## src/rtl/conv_window_sched.sv

```systemverilog
// conv_window_sched: streams SRAM samples into a sliding window for the conv array.
// Define CONV_SCHED_ZERO_PAD_EN for zero-padded ("full") convolution rows.
`ifndef WINDOW_SIZE
`define WINDOW_SIZE 3
`endif
`ifndef WEIGHT_SIZE
`define WEIGHT_SIZE 2
`endif

module conv_window_sched #(
  parameter int WINDOW_SIZE = `WINDOW_SIZE,
  parameter int WEIGHT_SIZE = `WEIGHT_SIZE,
  parameter int ADDR_W      = 16,
  parameter int LEN_W       = 16
) (
  input  logic                          clk,
  input  logic                          rst,
  input  logic                          start,
  input  logic [ADDR_W-1:0]             base_addr,
  input  logic [LEN_W-1:0]              len,
  output logic                          busy,
  output logic                          done,
  output logic [LEN_W-1:0]              out_count,
  output logic                          mem_rd_en,
  output logic [ADDR_W-1:0]             mem_rd_addr,
  input  logic [31:0]                   mem_rd_data,
  output logic                          window_valid,
  output logic [WINDOW_SIZE-1:0][31:0]  window,
  input  logic                          window_stall,
  input  logic [WEIGHT_SIZE-1:0]        conv_valid
);

  localparam int CW = LEN_W + 1;

  localparam logic [2:0] S_IDLE   = 3'd0;
  localparam logic [2:0] S_FILL   = 3'd1;
  localparam logic [2:0] S_STREAM = 3'd2;
  localparam logic [2:0] S_DRAIN  = 3'd3;
  localparam logic [2:0] S_DONE   = 3'd4;

  localparam logic [CW-1:0] W_C       = CW'(WINDOW_SIZE);
  localparam logic [CW-1:0] FILL_LAST = CW'(WINDOW_SIZE - 2);
  localparam logic [CW-1:0] ONE_C     = CW'(1);

  logic [2:0]              state_q, state_d;
  logic [ADDR_W-1:0]       base_q;
  logic [LEN_W-1:0]        len_q;
  logic [LEN_W-1:0]        rd_idx_q;
  logic [CW-1:0]           acc_q;
  logic [CW-1:0]           tgt_q;
  logic [CW-1:0]           elast_q;
  logic                    degen_q;
  logic                    pend_q;
  logic                    skid_full_q, skid_full_d;
  logic [31:0]             skid_q;
  logic [LEN_W-1:0]        oc_q, oc_d;
  logic [WINDOW_SIZE-1:0][31:0] win_q;

  logic [CW-1:0]           e_s;
  logic                    degen_s;
  logic                    active;
  logic                    avail_mem;
  logic [31:0]             mem_word;
  logic                    avail;
  logic [31:0]             smp;
  logic                    accept;
  logic                    cnt_hit;
  logic                    rd_ok;
  logic                    unused_lanes;

  assign unused_lanes = &{1'b0, conv_valid};

`ifdef CONV_SCHED_ZERO_PAD_EN
  localparam logic [CW-1:0] P_C = CW'(WINDOW_SIZE - 1);
  logic in_data;

  assign e_s     = {1'b0, len} + CW'(2 * (WINDOW_SIZE - 1));
  assign degen_s = (len == '0);
  assign in_data = (acc_q >= P_C) && (acc_q < P_C + {1'b0, len_q});
  assign avail   = in_data ? avail_mem : 1'b1;
  assign smp     = in_data ? mem_word : 32'd0;
  // Reads may start one sample early: the zero it overlaps is consumed the same cycle.
  assign rd_ok   = acc_q >= FILL_LAST;
`else
  assign e_s     = {1'b0, len};
  assign degen_s = (e_s < W_C);
  assign avail   = avail_mem;
  assign smp     = mem_word;
  assign rd_ok   = 1'b1;
`endif

  assign busy   = (state_q != S_IDLE);
  assign done   = (state_q == S_DONE);
  assign active = (state_q == S_STREAM) ||
                  ((state_q == S_FILL) && !degen_q);

  assign avail_mem = skid_full_q | pend_q;
  assign mem_word  = skid_full_q ? skid_q :
                     pend_q      ? mem_rd_data : 32'd0;

  assign accept       = active && avail && !window_stall;
  assign window_valid = (state_q == S_STREAM) && avail;
  assign window       = {smp, win_q[WINDOW_SIZE-1:1]};

  assign mem_rd_en   = busy && (rd_idx_q < len_q) && !window_stall &&
                       !skid_full_q && rd_ok;
  assign mem_rd_addr = base_q + ADDR_W'(rd_idx_q);

  assign cnt_hit = conv_valid[WEIGHT_SIZE-1] && !window_stall &&
                   ((state_q == S_FILL) || (state_q == S_STREAM) ||
                    (state_q == S_DRAIN));
  assign oc_d      = oc_q + LEN_W'(cnt_hit);
  assign out_count = oc_q;

  // A returning word parks in the skid only when the array is stalled.
  assign skid_full_d = skid_full_q ? !accept : (pend_q && window_stall);

  always_comb begin
    state_d = state_q;
    unique case (state_q)
      S_IDLE: begin
        if (start) state_d = S_FILL;
      end
      S_FILL: begin
        if (degen_q) state_d = S_DONE;
        else if (accept && acc_q == FILL_LAST) state_d = S_STREAM;
      end
      S_STREAM: begin
        if (accept && acc_q == elast_q) state_d = S_DRAIN;
      end
      S_DRAIN: begin
        if ({1'b0, oc_d} == tgt_q) state_d = S_DONE;
      end
      S_DONE: begin
        state_d = S_IDLE;
      end
      default: state_d = S_IDLE;
    endcase
  end

  always_ff @(posedge clk) begin
    if (rst) begin
      state_q     <= S_IDLE;
      base_q      <= '0;
      len_q       <= '0;
      rd_idx_q    <= '0;
      acc_q       <= '0;
      tgt_q       <= '0;
      elast_q     <= '0;
      degen_q     <= 1'b0;
      pend_q      <= 1'b0;
      skid_full_q <= 1'b0;
      skid_q      <= '0;
      oc_q        <= '0;
      win_q       <= '0;
    end else begin
      state_q     <= state_d;
      pend_q      <= mem_rd_en;
      skid_full_q <= skid_full_d;
      if (!skid_full_q && pend_q && window_stall) skid_q <= mem_rd_data;
      if (state_q == S_IDLE && start) begin
        base_q   <= base_addr;
        len_q    <= degen_s ? '0 : len;
        tgt_q    <= e_s - W_C + ONE_C;
        elast_q  <= e_s - ONE_C;
        degen_q  <= degen_s;
        rd_idx_q <= '0;
        acc_q    <= '0;
        oc_q     <= '0;
      end else begin
        if (mem_rd_en) rd_idx_q <= rd_idx_q + LEN_W'(1);
        if (accept) begin
          acc_q <= acc_q + ONE_C;
          win_q <= window;
        end
        oc_q <= oc_d;
      end
    end
  end

endmodule

```

## config.mk

```make
export PLATFORM = sky130hd
export DESIGN_NAME = conv_window_sched
export DESIGN_NICKNAME = d
export VERILOG_FILES = /design/src/rtl/conv_window_sched.sv
export SDC_FILE = /design/constraint.sdc
export NUM_CORES = 1
export LEC_CHECK = 0
export CORE_MARGIN = 2
export CORE_UTILIZATION = 55
export DETAILED_ROUTE_END_ITERATION = 10
export PLACE_DENSITY = 0.84
export SYNTH_ARGS = -nofsm -noshare
export SYNTH_HDL_FRONTEND = slang
export SYNTH_SLANG_ARGS = --single-unit
export TNS_END_PERCENT = 50
```

## constraint.sdc

```tcl
create_clock -name clk -period 8.6 [get_ports clk]
set_input_delay 1.29 -clock clk [delete_from_list [all_inputs] [get_ports clk]]
set_output_delay 1.29 -clock clk [all_outputs]
set_load 0.02 [all_outputs]
```

==> impl_results.md, run 1 <==
* Layout Cells excl Fill at approximately 1800
* Total power at between 2000 and 3000 uW
* Worst setup EP type: primary output
* Row cnt at 51
* Post-CTS Resized at 0
* Syn Area/Cell at roughly 7.7 sq um
* # diodes at 0
* Top post-synthesis cells by area: dfxtp_1, nand2_1, nor2_1, a21oi_1, ha_1
* Worst reg2reg path depth at 11
* Register area at between 4000 and 5000 sq um
* Initial antenna violation count at 0
* Total track usage at a little over a quarter
* Most common cell after layout, fill and taps aside: nand2_1
* H-tree depth at 1
* Placed Area at 12800 sq um
* Fin. max-slew vios at 0
* Critical path cell sequence: ha_1, a211oi_1, o21ai_0, a211oi_1, nor3_1, a2111oi_0, a21oi_1, xnor2_1, clkdlybuf4s50_1
* Dominant synthesized flop cell: dfxtp_1
* DP HPWL at about 20000 microns
* Number of synthesized flops with an enable pin at 0
* Worst Setup Start Kind: flop
* Routed Antenna Nets at 0
* Register area share after synthesis at slightly above 40%
* Clock Root Buffer: clkbuf_16
* Hold Vio Cnt, Final at 0
* WHS at about 0.45 ns
* Routed vias at 10100
* First-pass GRT wire length at ~46000 microns
* Starting Density at between 50% and 60%
* Worst vdd ir at around 0.00016 V
* Ys Warns at 0
* Max FO, Critical Path at 7
* Post-CTS setup buffers at 0
* Register bit total from synthesis at between 200 and 250
* Core area at around 19000 sq um
* # IOs at slightly above 200
* Pwr dens at ~210 nW/um^2
* Maximum clock rate at approximately 0.19 GHz
* Tcrit/Tclk final at about 62%
* MaxCap Viol Count at 0
* Vias per std cell at between 5 and 6
* Area leader, netlist: dfxtp_1
* Min cycle time layout at between 5 and 6 ns
* CTS tree: yes
* Placed Cells at 1782
* Die Wd at 144 microns
* Status: finished, final reports clean
* Pleak at between 0.004 and 0.005 uW
* Filler instances at 1589
* Residual DRC count at 0
* Reg2reg setup slack at 4.52 ns
* Hold Path Stages at 2
* Worst Hold End: window[29]
* Reg-to-reg endpoint: state_q[0]
* Worst Path Arrival at approximately 4.0 ns
* Synthesized cell area at approximately 11000 sq um
* Die Y at around 140 microns
* Port Buffer Count at 200
* Kind of critical path: flop to primary output
* Skew final at roughly 0.0093 ns
* Final setup vio count at 0
* Layout cell share with drive strength beyond 1 at under 10%
* Crit path required time at between 7 and 8 ns
* Die area at 20600 sq um
* Total CTS buffers at 24
* Post-Syn Instances at between 1000 and 1500
* Slowest CP cell: a2111oi_0
* Worst slew margin at around 15%
* Synth top area share at between 40% and 50%
* Largest net degree at the start of global routing at 96
* CP peak stage delay at 0.78 ns
* Setup TNS at 0 ns
* Most frequent cells in the layout: nand2_1, dfxtp_1, clkdlybuf4s50_1
* Async set-reset flop share out of synthesis at 0%
* Layout area overhead at 26.6%
* Initial DRC count at roughly 640
* CTS sink cnt at 217
* Cell variety after synth at 61
* Number of global-route vias before repair at approximately 9400
* Worst hold-check path type: flop to flop
* Hold path startpoint: window[29]
* Measured slew at the worst slew-check pin at ~1.3 ns
* Setup repair after global routing missed its margin: no
* Synthesized Nets at 1507
* Nets@finish at between 1500 and 2000
* Reg2reg start: state_q[1]
* Routed wire length per instance at around 16 microns
* Final Cell Area at around 14000 sq um
* Reg clk slew, reported paths at around 0.060 ns
* DRT Pass-1 Iters at 5
* Cell mode on critical path: a211oi_1
* Clock tree buffer depth at 3
* GPL Wtd Cong at 0.893
* WL final at about 29000 microns
* Multi-input logic area at between 5000 and 6000 sq um
* GRT overflow at 0
* Later-pin clock latency in the skew report at 0.52 ns
* CTS Hold Buffers Added at 0
## worst max-delay path, delay by kind of cell (launching register included)
kind | cells | cell delay [ns]
AO/OA/AOI/OAI | 5 | 1.81
AND/OR/NAND/NOR | 1 | 0.11
adder cells (fa/ha/maj) | 1 | 0.30
XOR/XNOR | 1 | 0.19
buffers and inverters | 1 | 0.62
flip-flops | 1 | 0.46
## metal layers
| layer | global-route usage [%] | vias up | wire [microns] |
|---|---|---|---|
| li1 | - | 5053 | - |
| met1 | 34.2 | 4685 | 12100 |
| met2 | 44.5 | 334 | 13400 |
| met3 | 5.33 | 70 | 1930 |
| met4 | 9.70 | 0 | 1130 |
| met5 | 0 | - | 0 |
## Yosys cell counts (13+ instances only)
cell and n:
xnor2_1 46, a211oi_1 35, nand2_1 305, or3_1 14
nand3_1 27, ha_1 39, xor2_1 39, clkbuf_1 82
a21oi_1 119, nor4_1 15, dfxtp_1 217, nor2_1 163
o21ai_0 60, nor3_1 52, nand4_1 13, inv_1 39
## worst max-delay path by stage
stage	startpoint	end	slack, ns	cells after the start
after floorplan	rd_idx_q[0]	mem_rd_addr[14]	4.65	9
after global placement	window_stall	state_q[1]	3.23	11
after detailed placement	window_stall	state_q[0]	3.19	11
after CTS	rd_idx_q[1]	mem_rd_addr[15]	3.34	9
after global routing	rd_idx_q[1]	mem_rd_addr[15]	3.11	9
final	rd_idx_q[1]	mem_rd_addr[15]	3.31	9
## through the flow
stage,worst slack [ns],util [%]
after floorplan,4.65,-
after global placement,3.23,66.3
after detailed placement,3.19,66.3
after CTS,3.34,70.4
after global routing,3.11,70.4
final,3.31,70.4
## kinds of logic after synthesis
logic type	synth area share, %
AOI/OAI and AO/OA	15.0
xor gates and xnor gates	7.58
adders and majority gates	4.74
buffers and inverters	4.64
DFF	40.6
muxes	0.374
and+or+nand+nor	27.1
## sequential cells by signal, indices dropped and copies added, names as in the netlist, 3 cells and up
name       flops
window        64
skid_q        32
acc_q         17
elast_q       17
tgt_q         17
base_q        16
len_q         16
out_count     16
rd_idx_q      16
state_q        3
## power by group
group | leakage (uW) | total, uW | internal (uW) | switching (uW)
logic | 0.00275 | 668 | 274 | 394
registers | 0.00176 | 1170 | 1100 | 76.5
clock network | 0.000393 | 1020 | 609 | 414
## area by class of cell
| cell class | instances | area share [%] |
|---|---|---|
| multi-input cells | 1051 | 43.3 |
| repair buffers | 210 | 15.3 |
| clock inverters | 6 | 0.489 |
| inverters | 39 | 1.08 |
| clock buffers | 35 | 5.32 |
| well taps | 265 | 2.45 |
| flip-flops and latches | 217 | 32.0 |
(Power assumes the default switching activity.)
==> inputs of run 2 (changes only) <==
--- a/config.mk
+++ b/config.mk
@@ -6,9 +6,9 @@
 export NUM_CORES = 1
 export LEC_CHECK = 0
 export CORE_MARGIN = 2
-export CORE_UTILIZATION = 55
+export CORE_UTILIZATION = 53
 export DETAILED_ROUTE_END_ITERATION = 10
-export PLACE_DENSITY = 0.84
+export PLACE_DENSITY = 0.81
 export SYNTH_ARGS = -nofsm -noshare
 export SYNTH_HDL_FRONTEND = slang
 export SYNTH_SLANG_ARGS = --single-unit
==> constraint.sdc (replaced) <==
create_clock -name clk -period 5.11 [get_ports clk]
set_input_delay 0.7665 -clock clk [delete_from_list [all_inputs] [get_ports clk]]
set_output_delay 0.7665 -clock clk [all_outputs]
set_load 0.02 [all_outputs]
==> impl_results.md, run 2 (synthesis gave the netlist of run 1 again) <==
* DRT met1 WL at 12400 microns (+2.6%)
* Worst vdd ir at 0.000247 V (+57%)
* Reg2reg setup slack at 1.33 ns (-3.19 ns)
* Hold Path Stages at 2 (unchanged)
* H-tree depth at 1 (unchanged)
* # IOs at 202 (unchanged)
* Residual DRC count at 0 (unchanged)
* Total track usage at 26.0% (-0.64 points)
* Reg-to-reg endpoint: state_q[2]
* Later-pin clock latency in the skew report at 0.51 ns (about the same)
* Placed Cells at 1785 (+0.17%)
* Die Y at 146 microns (+1.8%)
* MaxCap Viol Count at 0 (unchanged)
* WL final at 28800 microns (+0.62%)
* Max FO, Critical Path at 10 (+3)
* Met2 routed WL at 13600 microns (+1.2%)
* CP peak stage delay at 0.63 ns (-0.15 ns)
* Kind of critical path: flop to primary output
* Vias per std cell at 5.51 (-1.0%)
* First-pass GRT wire length at 47000 microns (+3.0%)
* Crit-path leading delay family: compound AO/OA/AOI/OAI gates
* CTS Hold Buffers Added at 0 (unchanged)
* Worst setup EP type: primary output
* Final setup vio count at 0 (unchanged)
* Setup repair after global routing missed its margin: no
* Nets@finish at 1656 (+0.18%)
* Reg clk slew, reported paths at 0.06 ns (about the same)
* Layout cell share with drive strength beyond 1 at 4.17% (-0.13 points)
* Max FFs per register at 64 (unchanged)
* Worst Path Arrival at 3.91 ns (-0.09 ns)
* CTS sink cnt at 217 (unchanged)
* Min cycle time layout at 4.68 ns
* Core area at 19700 sq um (+2.0%)
* Status: finished, final reports clean
* Crit path buf inv count at 1 (unchanged)
* Worst Setup Start Kind: flop
* Setup TNS at 0 ns (unchanged)
* Tcrit/Tclk final at about nine tenths
* Crit path required time at 4.34 ns (-2.97 ns)
* Layout area overhead at 26.3%
* Reg2reg start: state_q[0]
* Clock Root Buffer: clkbuf_16
* DP HPWL at 20100 microns (+3.2%)
* Hold Vio Cnt, Final at 0 (unchanged)
* Measured slew at the worst slew-check pin at 1.15 ns (-0.111 ns)
* Row cnt at 51 (unchanged)
* Die Wd at 146 microns (+1.8%)
* Largest net degree at the start of global routing at 77 (-20%)
* Worst reg2reg path depth at 12 (+1)
* Routed vias at 10100 (-0.88%)
* Most common cell after layout, fill and taps aside: nand2_1
* Fin. max-slew vios at 0 (unchanged)
* Total CTS buffers at 24 (unchanged)
* Skew final at 0.00894 ns (-0.000396 ns)
* Port Buffer Count at 200 (unchanged)
* Met3 wire length at 1730 microns (-10%)
* Pwr dens at 348 nW/um^2 (+65%)
* Number of global-route vias before repair at 9510 (+0.94%)
* Die area at 21400 sq um (+3.7%)
* Most frequent cells in the layout: nand2_1, dfxtp_1, clkdlybuf4s50_1
* Clock tree buffer depth at 3 (unchanged)
* Routed wire length per instance at 15.8 microns (+0.46%)
* GPL Wtd Cong at 0.882 (-1.2%)
* CTS tree: yes
* Initial DRC count at 715 (+12%)
* Hold path startpoint: window[31]
* Starting Density at 54.5% (-1.1 points)
* Routed Antenna Nets at 0 (unchanged)
* Initial antenna violation count at 1 (+1)
* Worst hold-check path type: flop to flop
* GRT overflow at 0 (unchanged)
* Cell mode on critical path: o21ai_0
* Maximum clock rate at around 0.21 GHz
* Critical path cell sequence: ha_1, o21ai_0, o21ai_0, a211oi_1, nor3_1, a2111oi_1, a21oi_1, xnor2_1, clkdlybuf4s50_1
* Worst Hold End: window[31]
* Pleak at 0.00489 uW (-0.41%)
* Top routing layer in use: met4
* Layout Cells excl Fill at 1826 (+0.16%)
* Slowest CP cell: clkdlybuf4s50_1
* Filler instances at 1690 (+6.4%)
* Worst slew margin at 23.1% (+7.7 points)
* WHS at 0.450 ns (-0.00417 ns)
* DRT Pass-1 Iters at 5 (unchanged)
-- run 2: how the worst max path moves through the flow --
stage	from	end	slack (ns)	cells after the start
after floorplan	rd_idx_q[0]	mem_rd_addr[14]	1.68	9
after global placement	window_stall	state_q[1]	0.69	12
after detailed placement	window_stall	state_q[0]	0.59	12
after CTS	rd_idx_q[2]	mem_rd_addr[15]	0.21	9
after global routing	rd_idx_q[2]	mem_rd_addr[15]	0.15	9
final	rd_idx_q[2]	mem_rd_addr[15]	0.43	9
-- run 2: tightest hold or removal path, stage by stage, from the launching register on --
cell,delay [ns]
dfxtp_1,0.30
nand2_1,0.05
a21oi_1,0.05
-- run 2: what timing repair did --
item / CTS / global route
setup endpoints to repair: 0 / 1
hold endpoints to repair: 0 / 0
setup buffers: 0 / 0
resized for setup: 0 / 1
-- run 2: cell type report --
type / count / area (sq um) / share of cell area (%)
Clock inverter: 4 / 31.3 / 0.231
Multi-Input combinational cell: 1051 / 5870 / 43.4
Clock buffer: 36 / 696 / 5.14
Timing Repair Buffer: 213 / 2100 / 15.5
Inverter: 39 / 146 / 1.08
Tap cell: 265 / 332 / 2.45
Antenna cell: 1 / 2.50 / 0.0185
Sequential cell: 217 / 4350 / 32.1
-- run 2: report_power, final --
group	internal, uW	total, uW	switching [uW]
Sequential	1850	1980	139
Combinational	464	1120	660
Clock	934	1600	671
Total	3240	4710	1470
-- run 2: metrics by stage --
stage	utilization, %	power, uW	setup slack, ns	area, sq um
finish	68.8	4710	0.429	13500
global placement	65.1	3100	0.694	12800
detailed placement	65.1	3130	0.586	12800
global route	68.8	4950	0.154	13500
CTS	68.8	4740	0.214	13500
floorplan	-	2730	1.68	10700
-- run 2: per-layer routing --
| metal | vias up | track usage (%) |
|---|---|---|
| met5 | - | 0 |
| met2 | 271 | 43.1 |
| met4 | 0 | 10.1 |
| met3 | 60 | 4.56 |
| met1 | 4659 | 33.9 |
| li1 | 5063 | - |
==> inputs of run 3 (changes only) <==
==> constraint.sdc (replaced) <==
create_clock -name clk -period 4.4 [get_ports clk]
set_input_delay 0.66 -clock clk [delete_from_list [all_inputs] [get_ports clk]]
set_output_delay 0.66 -clock clk [all_outputs]
set_load 0.02 [all_outputs]
==> impl_results.md, run 3 (synthesis gave the netlist of run 1 again) <==
* Status: finished, final reports clean
* Worst setup EP type: primary output
* WL final at 28600 microns (-0.65%)
* Worst Path Arrival at 3.59 ns (-0.32 ns)
* Min cycle time layout at between 4 and 5 ns
* Multi-input logic area at 5890 sq um (+0.34%)
* Clock tree buffer depth at 3 (unchanged)
* GRT overflow at 0 (unchanged)
* Initial DRC count at 595 (-17%)
* Initial antenna violation count at 1 (unchanged)
* Max FFs per register at 64 (unchanged)
* Routed Antenna Nets at 0 (unchanged)
* Hold Vio Cnt, Final at 0 (unchanged)
* Number of global-route vias before repair at 9514 (+0.042%)
* Clock Root Buffer: clkbuf_16
* Pwr dens at 423 nW/um^2 (+21%)
* Nets@finish at 1656 (unchanged)
* # IOs at 202 (unchanged)
* H-tree depth at 1 (unchanged)
* Port Buffer Count at 200 (unchanged)
* Measured slew at the worst slew-check pin at 1.11 ns (-0.0409 ns)
* Final setup vio count at 0 (unchanged)
* Residual DRC count at 0 (unchanged)
* Row cnt at 51 (unchanged)
* NetSw at 1740 uW (+19%)
* Register area at 4350 sq um (about the same)
* Die area at 21400 sq um (unchanged)
* Routed vias at 10200 (+0.99%)
* CTS tree: yes
* Worst slew margin at 25.8% (+2.7 points)
* Kind of critical path: flop to primary output
* Core area at 19700 sq um (unchanged)
* Worst vdd ir at 0.000304 V (+23%)
* Cell Int Power at 4060 uW (+25%)
* CTS sink cnt at 217 (unchanged)
* Worst hold-check path type: flop to flop
* Filler instances at 1638 (-3.1%)
* Reg2reg start: state_q[1]
* Tcrit/Tclk final at a little over nine tenths
* Switching Share at 30.1% (-1.1 points)
* Clock network power share at 37.7% (+3.6 points)
* Total power at 5800 uW (+23%)
* Worst Setup Start Kind: flop
* Combinational Power Share at 22.6% (-1.2 points)
* DP HPWL at 19600 microns (-2.3%)
* Max FO, Critical Path at 7 (-3)
* Die Wd at 146 microns (unchanged)
* MaxCap Viol Count at 0 (unchanged)
* Maximum clock rate at around 0.24 GHz
* Hold path startpoint: window[12]
* Most common cell after layout, fill and taps aside: nand2_1
* Skew final at 0.0111 ns (+0.00220 ns)
* Die Y at 146 microns (unchanged)
* Crit path from: rd_idx_q[1]
* Sequential share of power at 39.8% (-2.3 points)
* Largest net degree at the start of global routing at 92 (+19%)
* CTS Hold Buffers Added at 0 (unchanged)
* Routed wire length per instance at 15.6 microns (-0.81%)
* Later-pin clock latency in the skew report at 0.51 ns (about the same)
* Placed Area at 12800 sq um (about the same)
* First-pass GRT wire length at 46500 microns (-1.1%)
* Final Cell Area at 13700 sq um (+1.3%)
* Total track usage at 25.7% (-0.29 points)
* Fin. max-slew vios at 0 (unchanged)
* Total CTS buffers at 24 (unchanged)
* DRT Pass-1 Iters at 5 (unchanged)
* Pleak at 0.00496 uW (+1.5%)
* Vias per std cell at 5.55 (+0.83%)
* Most frequent cells in the layout: nand2_1, dfxtp_1, clkdlybuf4s50_1
* Starting Density at 54.5% (unchanged)
* Reg clk slew, reported paths at 0.06 ns (about the same)
* Layout cell share with drive strength beyond 1 at 5.05% (+0.89 points)
* GPL Wtd Cong at 0.871 (-1.2%)
* Layout area overhead at 28.0%
* Crit path required time at 3.74 ns (-0.60 ns)
==> run 3: cell types whose count changed in the layout (fill, tap and decap cells not counted), moves of 2 or more <==
cell       change
a211oi_2       +3
a211oi_1       -3
clkbuf_1       -6
clkinv_2       +2
bufinv_16      +4
==> run 3: repair_timing <==
| action | CTS | global route |
|---|---|---|
| endpoints found under the setup margin | 1 | 3 |
| setup buffers | 0 | 0 |
| pin swaps | 0 | 1 |
| endpoints found under the hold margin | 0 | 0 |
| resized for setup | 1 | 6 |
==> run 3: path summary, 6_finish.rpt <==
path,slack [ns],endpoint,cells after the start
worst min register to register,0.45,window[12],2
worst min-delay path,0.45,window[12],2
worst max register to register,0.55,state_q[1],12
worst max-delay path,0.15,mem_rd_addr[15],10
==> run 3: layer usage <==
metal / wire [microns] / global-route usage [%] / up-vias / share of wire [%]
met5: 0 / 0 / - / 0
met2: 13500 / 43.6 / 258 / 47
li1: - / - / 5066 / -
met4: 1040 / 9.85 / 0 / 3.6
met1: 12400 / 32.5 / 4760 / 43
met3: 1610 / 5.03 / 69 / 5.6
==> run 3: critical path, stage by stage, from the launching register on <==
cell and delay, ns:
dfxtp_1 0.45, ha_1 0.30, a211oi_2 0.27, o21ai_1 0.16, a211oi_2 0.32, nor3_1 0.11
a2111oi_1 0.42, buf_4 0.20, a21oi_1 0.08, xnor2_1 0.15, clkdlybuf4s50_1 0.62
==> run 3: metrics by stage <==
stage	utilization, %	setup slack (ns)	instances	hold WS, ns	TNS (ns)
3_5_place_dp	65.2	0.107	1785	0.446	0
5_1_grt	69.7	-0.0383	1829	0.464	-0.0383
3_3_place_gp	65.2	0.147	1785	0.441	0
4_1_cts	69.6	0.0297	1828	0.454	0
6_report	69.7	0.152	1829	0.454	0
2_1_floorplan	-	1.08	1397	0.429	0
==> run 3: cell type report <==
class                      instances  share of cell area (%)
inverter                          39                    1.07
tap                              265                    2.42
antenna                            1                  0.0183
multi-input combinational       1051                    43.0
sequential                       217                    31.7
clock buffer                      32                    5.19
timing repair buffer             213                    15.4
clock inverter                    11                    1.18
==> run 3: power groups by stage <==
stage | clock network (uW) | registers, uW | logic (uW)
after floorplan | 0 | 2290 | 872
after global placement | 0 | 2340 | 1270
after detailed placement | 0 | 2350 | 1300
after CTS | 2210 | 2310 | 1310
after global routing | 2300 | 2330 | 1440
final | 2190 | 2310 | 1310
